==> src/rtl/apb_master_bridge.sv <==
// APB initiator: converts a valid/ready command port into APB SETUP/ACCESS
// transfers with a bounded pready wait, and edge-detects the peripheral interrupt.
module apb_master_bridge #(
  parameter int ADDR_W  = 2,
  parameter int DATA_W  = 8,
  parameter int TIMEOUT = 16
) (
  input  logic              pclk,
  input  logic              preset,
  input  logic              cmd_valid,
  output logic              cmd_ready,
  input  logic              cmd_write,
  input  logic [ADDR_W-1:0] cmd_addr,
  input  logic [DATA_W-1:0] cmd_wdata,
  output logic              rsp_valid,
  output logic [DATA_W-1:0] rsp_rdata,
  output logic              rsp_err,
  output logic              psel,
  output logic              penable,
  output logic              pwrite,
  output logic [ADDR_W-1:0] paddr,
  output logic [DATA_W-1:0] pwdata,
  input  logic [DATA_W-1:0] prdata,
  input  logic              pready,
  input  logic              intr,
  output logic              intr_rise
);

  // TIMEOUT=0 still needs a 1-bit counter so the declarations stay legal
  localparam int CNT_W = (TIMEOUT > 0) ? $clog2(TIMEOUT + 1) : 1;
  localparam logic [CNT_W-1:0] CNT_MAX = '1;
  localparam logic [CNT_W-1:0] TO_VAL  = CNT_W'(TIMEOUT);

  typedef enum logic [1:0] {S_IDLE, S_SETUP, S_ACCESS} state_t;

  state_t           r_state;
  logic [CNT_W-1:0] r_wait_cnt;
  logic             r_intr_hist;
  logic [CNT_W-1:0] w_cnt_inc;
  logic             w_timeout;

  assign w_cnt_inc = (r_wait_cnt == CNT_MAX) ? r_wait_cnt : r_wait_cnt + 1'b1;
  assign w_timeout = (TIMEOUT != 0) && (w_cnt_inc == TO_VAL);
  assign cmd_ready = (r_state == S_IDLE) && !preset;

  always_ff @(posedge pclk) begin
    if (preset) begin
      r_state    <= S_IDLE;
      r_wait_cnt <= '0;
      psel       <= 1'b0;
      penable    <= 1'b0;
      pwrite     <= 1'b0;
      paddr      <= '0;
      pwdata     <= '0;
      rsp_valid  <= 1'b0;
      rsp_rdata  <= '0;
      rsp_err    <= 1'b0;
    end else begin
      rsp_valid <= 1'b0;
      case (r_state)
        S_IDLE: begin
          psel    <= 1'b0;
          penable <= 1'b0;
          if (cmd_valid) begin
            pwrite  <= cmd_write;
            paddr   <= cmd_addr;
            pwdata  <= cmd_wdata;
            psel    <= 1'b1;
            r_state <= S_SETUP;
          end
        end
        S_SETUP: begin
          penable    <= 1'b1;
          r_wait_cnt <= '0;
          r_state    <= S_ACCESS;
        end
        S_ACCESS: begin
          if (pready) begin
            psel      <= 1'b0;
            penable   <= 1'b0;
            rsp_valid <= 1'b1;
            rsp_err   <= 1'b0;
            rsp_rdata <= pwrite ? '0 : prdata;
            r_state   <= S_IDLE;
          end else begin
            r_wait_cnt <= w_cnt_inc;
            // abort: the peripheral never answered within the budget
            if (w_timeout) begin
              psel      <= 1'b0;
              penable   <= 1'b0;
              rsp_valid <= 1'b1;
              rsp_err   <= 1'b1;
              rsp_rdata <= '0;
              r_state   <= S_IDLE;
            end
          end
        end
        default: r_state <= S_IDLE;
      endcase
    end
  end

  always_ff @(posedge pclk) begin
    if (preset) begin
      r_intr_hist <= 1'b0;
      intr_rise   <= 1'b0;
    end else begin
      r_intr_hist <= intr;
      intr_rise   <= intr && !r_intr_hist;
    end
  end

endmodule

==> config.mk <==
export PLATFORM = sky130hd
export DESIGN_NAME = apb_master_bridge
export DESIGN_NICKNAME = d
export VERILOG_FILES = /design/src/rtl/apb_master_bridge.sv
export SDC_FILE = /design/constraint.sdc
export NUM_CORES = 1
export LEC_CHECK = 0
export CORE_UTILIZATION = 48
export CTS_CLUSTER_DIAMETER = 80
export CTS_CLUSTER_SIZE = 24
export DETAILED_ROUTE_END_ITERATION = 10
export PLACE_DENSITY = 0.84
export SLEW_MARGIN = 20
export SYNTH_ARGS = -nofsm -noshare
export SYNTH_HDL_FRONTEND = slang
export SYNTH_SLANG_ARGS = --single-unit
==> constraint.sdc <==
create_clock -name pclk -period 4.53 [get_ports pclk]
set_clock_uncertainty 0.2 [all_clocks]
set_input_delay 0.453 -clock pclk [delete_from_list [all_inputs] [get_ports pclk]]
set_output_delay 0.453 -clock pclk [all_outputs]
set_load 0.03 [all_outputs]
==> results.py <==
metrics = {
    "yosys": {
        "ys_ff_latch": 32,
        "syn_inst": 158,
        "synth-seq-area-share_pct": 44.7,
        "synth_top_cell_by_area": "dfxtp_1",
        "syn_nets": 183,
        "ys.flop_type": "dfxtp_1",
        "synth-edff-count": 0,
        "ys_types": 42,
        "syn_area_per_cell_um2": 9.08,
        "ys_warn_count": 0,
        "synth_area_leaders": "dfxtp_1, nand2_1, a21oi_1",
        "yosys-top-cells-count": "dfxtp_1, nand2_1, a21oi_1",
        "synth_top_area_share_pct": 44.7,
        "async_flop_share_pct": 0,
        "yosysMostFrequentCell": "dfxtp_1",
        "netlist_area_mm2": 0.00143,
    },
    "sta": {
        "relSlewSlack_pct": 67.2,
        "whs_ns": 0.194,
        "fin_crit_ns": 2.62,
        "timing.fmax_ghz": 0.382,
        "hold_violations": 0,
        "drv_slew": 0,
        "grt_setup_unrepaired": "no",
        "setup_tns_ns": 0,
        "finalSetupViolations": 0,
        "worst_slew_pin_slew_ns": 0.492,
        "timing.final.crit_share_pct": 57.7,
    },
    "clocking": {
        "clk_pin_slew_ns": 0.10,
        "cts_root_buffer": "clkbuf_4",
        "postCtsResizedCells": 0,
        "hold_buffers": 0,
        "tritoncts": "yes",
        "htreeDepth": 2,
        "cts_made_buffers": 5,
        "cts_sinks": 32,
        "cts_buffer_depth": 2,
        "clkLatencyLatePin_ns": 0.34,
        "post_cts_buffers": 0,
    },
    "routing": {
        "routed_via_density": 5.56,
        "wl_um": 3250,
        "ant_nets": 0,
        "drc": 0,
        "drtIter0Drc": 29,
        "vias": 1323,
        "drtPass1Iterations": 4,
        "wl_per_cell_um": 13.7,
    },
    "grt": {
        "grt_usage_pct": 22.5,
        "grt_max_degree": 35,
        "grt_pass1_vias": 1265,
        "grt_pass1_wl_um": 5460,
        "antenna_found_initial": 0,
        "grt-ovfl-total": 0,
    },
    "floorplanning": {
        "die_h_um": 56.7,
        "start_util_pct": 51.6,
        "ioPinCount": 49,
        "row_count": 19,
        "core_mm2": 0.00278,
        "dieArea_mm2": 0.00321,
        "die_width_um": 56.7,
    },
    "pwr": {
        "p_leak_nw": 0.793,
        "p_per_area_mw_per_mm2": 316,
        "ir_drop_uv": 324,
    },
    "setup_path": {
        "path_class": "in -> out",
        "crit_path_max_fanout": 34,
        "cp-start-kind": "input port",
        "end_kind": "output pin",
        "cp.required_ns": 3.88,
        "arrival_ns": 1.96,
    },
    "cells_and_area": {
        "diodes": 0,
        "final_area_mm2": 0.00199,
        "final_nets": 231,
        "synthToLayoutAreaGrowth_pct": 38.8,
        "drive_gt1_share_pct": 10.1,
    },
    "placed_design": {
        "dp_hpwl_um": 2290,
        "gp_congestion": 0.794,
        "placed_cell_area_mm2": 0.00191,
        "port_buffers": 48,
    },
    "outcome": {
        "status": "complete, no violations",
    },
    "job": {
        "maxCapViolCount": 0,
    },
    "hold_path": {
        "hold_path_class": "reg -> reg",
    },
}
[power breakdown]
part           switching [mW]  total, mW  internal (mW)
Sequential            0.00960      0.304          0.294
Combinational          0.0563      0.108         0.0516
Clock                   0.103      0.218          0.115
Total                   0.169      0.629          0.461
[state kept, by name, indices dropped and copies added (netlist names)]
signal,count
pwdata,8
rsp_rdata,8
r_wait_cnt,5
paddr,2
r_state,2
intr_rise,1
penable,1
psel,1
pwrite,1
r_intr_hist,1
rsp_err,1
rsp_valid,1
[stage by stage]
stage	worst slack (ns)	utilization (%)	cells	total power, mW
after CTS	1.91	71.6	238	0.637
final	1.91	71.6	238	0.629
after floorplan	2.45	-	158	0.369
after global routing	1.82	71.6	238	0.657
after detailed placement	1.91	68.7	230	0.418
after global placement	1.93	68.7	230	0.416
[worst paths after layout]
| path | from | end | slack (ns) | cells after the start |
|---|---|---|---|---|
| worst max-delay path | preset | cmd_ready | 1.91 | 4 |
| worst min register to register | r_intr_hist$_SDFF_PP0_ | intr_rise$_SDFF_PP0_ | 0.19 | 1 |
| worst min-delay path | r_intr_hist$_SDFF_PP0_ | intr_rise$_SDFF_PP0_ | 0.19 | 1 |
| worst max register to register | r_wait_cnt[0]$_SDFFE_PP0P_ | rsp_err$_SDFFE_PP0P_ | 2.54 | 5 |
[critical path, stage by stage]
cell	delay, ns
clkdlybuf4s50_1	0.39
buf_4	0.24
nor3_1	0.17
clkdlybuf4s50_1	0.70
[cell families after synthesis]
kind of cell             share of synthesized area, %
flip-flops                                       44.7
buffers and inverters                            4.28
adder cells (fa/ha/maj)                         0.872
AO/OA/AOI/OAI                                    26.4
AND/OR/NAND/NOR                                  23.7
[cells in the final DEF, fill, tap and decap left out, types with 2 or more instances in the layout]
master / n
nor2_1: 9
o211ai_1: 5
inv_1: 3
nand3_1: 2
dfxtp_1: 32
nor2b_1: 5
nand2_1: 27
and2_1: 2
a22o_1: 7
a21o_1: 8
clkdlybuf4s50_1: 48
a22oi_1: 3
nor3_1: 2
a21oi_1: 16
clkbuf_4: 5
and2b_2: 2
and2b_1: 3
[layout make-up]
type / instances / area [um2]
Clock buffer: 5 / 37.5
Multi-Input combinational cell: 115 / 732
Tap cell: 31 / 38.8
Inverter: 3 / 11.3
Fill cell: 237 / 791
Timing Repair Buffer: 49 / 488
Clock inverter: 3 / 42.5
Sequential cell: 32 / 641
[layer usage]
metal / global-route usage (%) / routed length (um)
met1: 25.8 / 1430
met2: 36.1 / 1600
met3: 8.76 / 185
met4: 11.1 / 39
met5: 0 / 0
Power figures use the tool's default switching activity.
